[config.mk]
export PLATFORM = sky130hd
export DESIGN_NAME = dcache_write_stage
export DESIGN_NICKNAME = d
export VERILOG_FILES = /design/src/rtl/dcache_write_stage.sv
export SDC_FILE = /design/constraint.sdc
export NUM_CORES = 1
export LEC_CHECK = 0
export ABC_AREA = 1
export CAP_MARGIN = 25
export CORE_AREA = 2 2 235 237
export DETAILED_ROUTE_END_ITERATION = 8
export DIE_AREA = 0 0 237 239
export PLACE_DENSITY = 0.6
export SETUP_SLACK_MARGIN = 0.05
export SLEW_MARGIN = 20
export SYNTH_ARGS = -nofsm -noshare
export SYNTH_HDL_FRONTEND = slang
export SYNTH_SLANG_ARGS = --single-unit
[constraint.sdc]
create_clock -name clock -period 4.4 [get_ports clock]
set_input_delay 0.88 -clock clock [delete_from_list [all_inputs] [get_ports clock]]
set_output_delay 0.88 -clock clock [all_outputs]
set_load 0.02 [all_outputs]
[src/rtl/dcache_write_stage.sv]
// dcache_write_stage: final stage of the dcache pipeline. It takes one request at a
// time from the request arbiter. A refill into a dirty way first reads the victim
// line and bursts it to memory as four beats, then installs the new line. A store
// hit merges the store bytes into the line and writes it back as dirty. Each request
// ends with a completion response.
// Optional build macro: DCACHE_WRITE_STAGE_PERF_EN adds the io_perf_wbLines and
// io_perf_stores event counters.
module dcache_write_stage #(
  parameter int unsigned TAG_W = 19,
  parameter int unsigned SET_W = 9,
  parameter int unsigned WORDS = 4
) (
  input  logic             clock,
  input  logic             reset,
  output logic             io_in_ready,
  input  logic             io_in_valid,
  input  logic [31:0]      io_in_bits_addr,
  input  logic             io_in_bits_dirInfo_hit,
  input  logic [3:0]       io_in_bits_dirInfo_chosenWay,
  input  logic             io_in_bits_dirInfo_isDirtyWay,
  input  logic [TAG_W-1:0] io_in_bits_dirtyTag,
  input  logic [31:0]      io_in_bits_data_0,
  input  logic [31:0]      io_in_bits_data_1,
  input  logic [31:0]      io_in_bits_data_2,
  input  logic [31:0]      io_in_bits_data_3,
  input  logic             io_in_bits_isStore,
  input  logic [31:0]      io_in_bits_storeData,
  input  logic [3:0]       io_in_bits_storeMask,
  output logic             io_vRead_valid,
  output logic [SET_W-1:0] io_vRead_set,
  output logic [3:0]       io_vRead_way,
  input  logic [31:0]      io_vRead_data_0,
  input  logic [31:0]      io_vRead_data_1,
  input  logic [31:0]      io_vRead_data_2,
  input  logic [31:0]      io_vRead_data_3,
  output logic             io_wb_valid,
  input  logic             io_wb_ready,
  output logic [31:0]      io_wb_addr,
  output logic [1:0]       io_wb_beat,
  output logic [31:0]      io_wb_data,
  output logic             io_wb_last,
  output logic             io_arrWrite_valid,
  output logic [SET_W-1:0] io_arrWrite_set,
  output logic [3:0]       io_arrWrite_way,
  output logic [TAG_W-1:0] io_arrWrite_tag,
  output logic             io_arrWrite_dirty,
  output logic [31:0]      io_arrWrite_data_0,
  output logic [31:0]      io_arrWrite_data_1,
  output logic [31:0]      io_arrWrite_data_2,
  output logic [31:0]      io_arrWrite_data_3,
`ifdef DCACHE_WRITE_STAGE_PERF_EN
  output logic [31:0]      io_perf_wbLines,
  output logic [31:0]      io_perf_stores,
`endif
  output logic             io_resp_valid,
  input  logic             io_resp_ready,
  output logic             io_resp_dropped
);

  typedef enum logic [2:0] {IDLE, VREAD, VCAP, WB, WRITE, RESP} state_t;

  state_t             state;
  logic [1:0]         beat;
  logic [TAG_W-1:0]   tag_q;
  logic [SET_W-1:0]   set_q;
  logic [3:0]         way_q;
  logic [TAG_W-1:0]   dirty_tag_q;
  logic               is_store_q;
  logic               hit_q;
  logic [31:0]        arr_data_q [WORDS];
  logic [31:0]        wb_buf [WORDS];
  logic [31:0]        in_line [WORDS];
  logic [31:0]        vr_line [WORDS];

  logic               in_ready_q;
  logic               vread_valid_q;
  logic               wb_valid_q;
  logic               wb_last_q;
  logic [31:0]        wb_data_q;
  logic               arr_valid_q;
  logic               arr_dirty_q;
  logic               resp_valid_q;
  logic               resp_dropped_q;

  // Byte offset within a word never affects line data
  logic               unused_addr_bits;
  assign unused_addr_bits = ^io_in_bits_addr[1:0];

  assign in_line[0] = io_in_bits_data_0;
  assign in_line[1] = io_in_bits_data_1;
  assign in_line[2] = io_in_bits_data_2;
  assign in_line[3] = io_in_bits_data_3;
  assign vr_line[0] = io_vRead_data_0;
  assign vr_line[1] = io_vRead_data_1;
  assign vr_line[2] = io_vRead_data_2;
  assign vr_line[3] = io_vRead_data_3;

  // Byte-wise merge of store data into one word under the byte mask
  function automatic logic [31:0] merge_word(input logic [31:0] old_w,
                                             input logic [31:0] st_w,
                                             input logic [3:0]  mask);
    logic [31:0] r;
    r = old_w;
    for (int unsigned b = 0; b < 4; b++) begin
      if (mask[b]) r[8*b +: 8] = st_w[8*b +: 8];
    end
    return r;
  endfunction

  // Request FSM with registered handshake and array/writeback outputs.
  // The line to install (store merge already applied) is formed on accept, so
  // the store data, mask and input line need not be held past that edge.
  always_ff @(posedge clock or negedge reset) begin
    if (!reset) begin
      state          <= IDLE;
      beat           <= '0;
      tag_q          <= '0;
      set_q          <= '0;
      way_q          <= '0;
      dirty_tag_q    <= '0;
      is_store_q     <= 1'b0;
      hit_q          <= 1'b0;
      for (int unsigned w = 0; w < WORDS; w++) begin
        arr_data_q[w] <= '0;
        wb_buf[w]     <= '0;
      end
      in_ready_q     <= 1'b1;
      vread_valid_q  <= 1'b0;
      wb_valid_q     <= 1'b0;
      wb_last_q      <= 1'b0;
      wb_data_q      <= '0;
      arr_valid_q    <= 1'b0;
      arr_dirty_q    <= 1'b0;
      resp_valid_q   <= 1'b0;
      resp_dropped_q <= 1'b0;
    end else begin
      case (state)
        IDLE: begin
          if (io_in_valid) begin
            tag_q       <= io_in_bits_addr[31 -: TAG_W];
            set_q       <= io_in_bits_addr[4 +: SET_W];
            way_q       <= io_in_bits_dirInfo_chosenWay;
            dirty_tag_q <= io_in_bits_dirtyTag;
            is_store_q  <= io_in_bits_isStore;
            hit_q       <= io_in_bits_dirInfo_hit;
            arr_dirty_q <= io_in_bits_isStore;
            for (int unsigned w = 0; w < WORDS; w++) begin
              if (io_in_bits_isStore && (io_in_bits_addr[3:2] == 2'(w)))
                arr_data_q[w] <= merge_word(in_line[w], io_in_bits_storeData,
                                            io_in_bits_storeMask);
              else
                arr_data_q[w] <= in_line[w];
            end
            in_ready_q <= 1'b0;
            if (!io_in_bits_isStore && io_in_bits_dirInfo_isDirtyWay) begin
              vread_valid_q <= 1'b1;
              state         <= VREAD;
            end else begin
              arr_valid_q <= !io_in_bits_isStore || io_in_bits_dirInfo_hit;
              state       <= WRITE;
            end
          end
        end
        VREAD: begin
          vread_valid_q <= 1'b0;
          state         <= VCAP;
        end
        VCAP: begin
          for (int unsigned w = 0; w < WORDS; w++) wb_buf[w] <= vr_line[w];
          wb_data_q  <= io_vRead_data_0;
          wb_valid_q <= 1'b1;
          wb_last_q  <= 1'b0;
          beat       <= '0;
          state      <= WB;
        end
        WB: begin
          if (io_wb_ready) begin
            beat      <= beat + 2'd1;
            wb_data_q <= wb_buf[beat + 2'd1];
            wb_last_q <= (beat == 2'd2);
            if (wb_last_q) begin
              wb_valid_q  <= 1'b0;
              wb_last_q   <= 1'b0;
              arr_valid_q <= 1'b1;
              state       <= WRITE;
            end
          end
        end
        WRITE: begin
          arr_valid_q    <= 1'b0;
          resp_valid_q   <= 1'b1;
          resp_dropped_q <= is_store_q && !hit_q;
          state          <= RESP;
        end
        RESP: begin
          if (io_resp_ready) begin
            resp_valid_q   <= 1'b0;
            resp_dropped_q <= 1'b0;
            in_ready_q     <= 1'b1;
            state          <= IDLE;
          end
        end
        default: state <= IDLE;
      endcase
    end
  end

`ifdef DCACHE_WRITE_STAGE_PERF_EN
  logic [31:0] perf_wb_lines_q;
  logic [31:0] perf_stores_q;

  // Event counters: completed writeback lines and performed store writes
  always_ff @(posedge clock or negedge reset) begin
    if (!reset) begin
      perf_wb_lines_q <= '0;
      perf_stores_q   <= '0;
    end else begin
      if ((state == WB) && io_wb_ready && wb_last_q)
        perf_wb_lines_q <= perf_wb_lines_q + 32'd1;
      if ((state == WRITE) && arr_valid_q && is_store_q)
        perf_stores_q <= perf_stores_q + 32'd1;
    end
  end

  assign io_perf_wbLines = perf_wb_lines_q;
  assign io_perf_stores  = perf_stores_q;
`endif

  assign io_in_ready        = in_ready_q;
  assign io_vRead_valid     = vread_valid_q;
  assign io_vRead_set       = set_q;
  assign io_vRead_way       = way_q;
  assign io_wb_valid        = wb_valid_q;
  assign io_wb_addr         = {dirty_tag_q, set_q, 4'h0};
  assign io_wb_beat         = beat;
  assign io_wb_data         = wb_data_q;
  assign io_wb_last         = wb_last_q;
  assign io_arrWrite_valid  = arr_valid_q;
  assign io_arrWrite_set    = set_q;
  assign io_arrWrite_way    = way_q;
  assign io_arrWrite_tag    = tag_q;
  assign io_arrWrite_dirty  = arr_dirty_q;
  assign io_arrWrite_data_0 = arr_data_q[0];
  assign io_arrWrite_data_1 = arr_data_q[1];
  assign io_arrWrite_data_2 = arr_data_q[2];
  assign io_arrWrite_data_3 = arr_data_q[3];
  assign io_resp_valid      = resp_valid_q;
  assign io_resp_dropped    = resp_dropped_q;

endmodule

==> metrics.md <==
| Metric | Value |
|---|---|
| Fin nets | 3380 |
| CP Launch Type | flop |
| I/O pins | 602 |
| Cts bufs inserted | 43 |
| CTS H-Tree Depth | 2 |
| Rel. slew slack | 33.55% |
| Clock Tree Buf Depth | 3 |
| Async S/R FF share, synth | 100.0% |
| Crit path cell chain | clkdlybuf4s50_1 |
| Top-area cell type share of the netlist area | 49.74% |
| Worst path slowest cell | clkdlybuf4s50_1 |
| Delay of the slowest critical-path stage | 690 ps |
| Buf/Inv on CP | 1 |
| Routability cong. | 0.8996 |
| HPWL Detailed | 48860 µm |
| Synth warn | 0 |
| CP Launch Point | io_wb_beat[0] |
| Clock slew seen by the registers of the worst setup and hold paths | 60 ps |
| Largest net degree at the start of global routing | 182 |
| CP endpoint kind | output port |
| Fin area | 25530 µm² |
| CTS Root Cell | clkbuf_16 |
| CP max FO | 20 |
| Vias | 17710 |
| ANT nets after route | 0 |
| Global Route Usage Sum | 23.99% |
| Setup bufs post-CTS | 0 |
| Core region area | 54340 µm² |
| Chip height | 239 µm |
| Routed WL | 68600 µm |
| Net switching power | 6.966 mW |
| Dominant synthesized flop cell | dfrtp_1 |
| Power per cell area | 668.4 nW/µm² |
| Met1 usage | 29.17% |
| Drt pass-1 iters | 6 |
| RR Startpoint | io_wb_beat[0] |
| GRT Residual Overflow | 0 |
| Synthesized area | 17710 µm² |
| Post-synth EDFFs | 0 |
| Cell with the most instances after synthesis | nand2_1 |
| Fin. Hold Viols | 0 |
| Max-slew violation count | 0 |
| FF-to-FF End | io_wb_data[27] |
| CP required | 3520 ps |
| Yosys cell types | 27 |
| DRC viols | 0 |
| Drt wl/cell | 18.18 µm |
| Peak VDD IR | 0.3188 mV |
| R2R depth | 9 |
| Worst EP arrival | 1910 ps |
| Latest clock arrival within the worst-skew pair | 580 ps |
| CTS hold repair buffers | 0 |
| Die Wd | 237 µm |
| GRT met3 Usage | 8.360% |
| Reg area | 8836 µm² |
| Clk sinks | 353 |
| Busiest metal layer after global routing | met2 |
| Yosys reg bits | 353 |
| Area growth syn-to-layout | 44.15% |
| Switching share of power | 40.83% |
| RSZ-0062 raised after global routing | no |
| Gate Count Post-Synth | 2519 |
| FMAX | 0.3584 GHz |
| Worst Skew | 14.77 ps |
| Vias in the first global route | 17380 |
| Placed Area | 24060 µm² |
| Cts repair resizes | 0 |
| Initial antenna violation count | 25 |
| Grt met2 use | 39.22% |
| Pleak | 12.58 nW |
| R2R Setup Slk | 1720 ps |
| Top delay family on crit path | buffers and inverters |
| CTS tree | yes |
| # port buffers | 595 |
| Cell taking the most area after synthesis | dfrtp_1 |
| Site Rows | 86 |
| Die Area | 56640 µm² |
| Clock share of power | 20.9% |
| Combinational power share | 45.6% |
| Crit path kind | reg2out |
| Initial DRC count | 1210 |
| Hold WC Path Type | in2async |
| Synth top area cells | dfrtp_1, nand2_1, o21ai_0 |
| Final Cycle Share | 63.42% |
| Layout cells sized above 1 | 3.796% |
| Sequential share of power | 33.5% |
| Final setup violation count | 0 |
| Worst slew pin tran | 996.7 ps |
| Multi-input gate area | 7153 µm² |
| Final period demand of the worst path | 2790 ps |
| Commonest cells post-synth | nand2_1, dfrtp_1, o21ai_0 |
| Vias per cell | 4.691 |
| Pint | 10.10 mW |
| Mean post-synth cell area | 7.030 µm² |
| Starting Density | 32.59% |
| Global-route wire length before repair | 104600 µm |
| Post-route setup TNS | 0 ps |
| Fillcell total | 5398 |
| Run status | finished clean |
| Max-Cap Viols | 0 |
| Register area share after synthesis | 49.89% |
-- power by group through the flow --
stage / Clock, mW / Sequential [mW] / Combinational [mW]
2_1_floorplan: 0 / 6.70 / 3.19
3_3_place_gp: 0 / 5.69 / 7.75
3_5_place_dp: 0 / 5.73 / 7.84
4_1_cts: 3.66 / 5.71 / 7.88
5_1_grt: 3.80 / 5.91 / 8.53
6_report: 3.57 / 5.72 / 7.78
-- state kept, by name (all words and copies together), names as in the netlist, 2 cells and up --
| name | cells |
|---|---|
| dirty_tag_q | 19 |
| io_arrWrite_set | 9 |
| io_arrWrite_data_2 | 32 |
| io_wb_beat | 2 |
| io_arrWrite_tag | 19 |
| io_arrWrite_data_1 | 32 |
| wb_buf | 128 |
| io_arrWrite_data_3 | 32 |
| io_arrWrite_data_0 | 32 |
| io_wb_data | 32 |
| state | 3 |
| io_arrWrite_way | 4 |
-- layout make-up --
| class | count | area share (%) |
|---|---|---|
| antenna | 14 | 0.1372 |
| clock buffer | 62 | 4.887 |
| clock inverter | 15 | 0.6470 |
| inverter | 251 | 3.715 |
| multi-input combinational | 1750 | 28.02 |
| sequential | 353 | 34.61 |
| tap | 704 | 3.451 |
| timing repair buffer | 625 | 24.53 |
-- metal layers --
layer	wire [µm]	share of wire, %	vias to the layer above
li1	-	-	8660
met1	27040	39	8277
met2	32580	47	616
met3	6511	9.5	132
met4	2340	3.4	20
met5	133	0.19	-
-- worst max-delay path by stage --
stage	endpoint	slack, ps	depth (start not counted)
after floorplan	io_wb_data[11]	2030	12
after global placement	io_arrWrite_data_1[29]	1460	8
after global routing	io_wb_data[27]	1530	9
after CTS	io_wb_beat[0]	1570	1
final	io_wb_beat[0]	1610	1
after detailed placement	io_arrWrite_data_1[30]	1430	8
-- per-stage QoR --
step           worst slack, ps  hold WS (ps)  utilization (%)  total power [mW]  cells
2_1_floorplan             2034         449.2                -             9.891   2522
5_1_grt                   1532         385.6            46.97             18.24   3773
4_1_cts                   1575         358.8            46.88             17.26   3759
3_5_place_dp              1430         457.9            44.28             13.56   3682
3_3_place_gp              1458         455.5            44.28             13.44   3682
6_report                  1610         313.5            46.98             17.06   3774
-- cell families after synthesis --
kind of cell	count (synthesis)	synth area share [%]
AO/OA/AOI/OAI	339	9.616
adder cells (fa/ha/maj)	1	0.07065
buffers and inverters	419	9.885
flip-flops	353	49.89
other	1	0.02118
AND/OR/NAND/NOR	1406	30.52
-- cell usage in the layout, fill, tap and decap left out, types with 2 or more instances in the layout --
master,n
buf_12,6
buf_4,24
bufinv_16,2
clkbuf_1,9
clkbuf_16,43
clkbuf_8,10
clkdlybuf4s50_1,594
clkinv_1,30
clkinv_2,10
clkinv_8,2
conb_1,4
dfrtp_1,351
diode_2,14
inv_1,214
inv_2,5
nand2_1,1314
nand3_1,76
nor2_1,6
nor2_4,2
o21ai_0,336
Power figures use the tool's default switching activity.
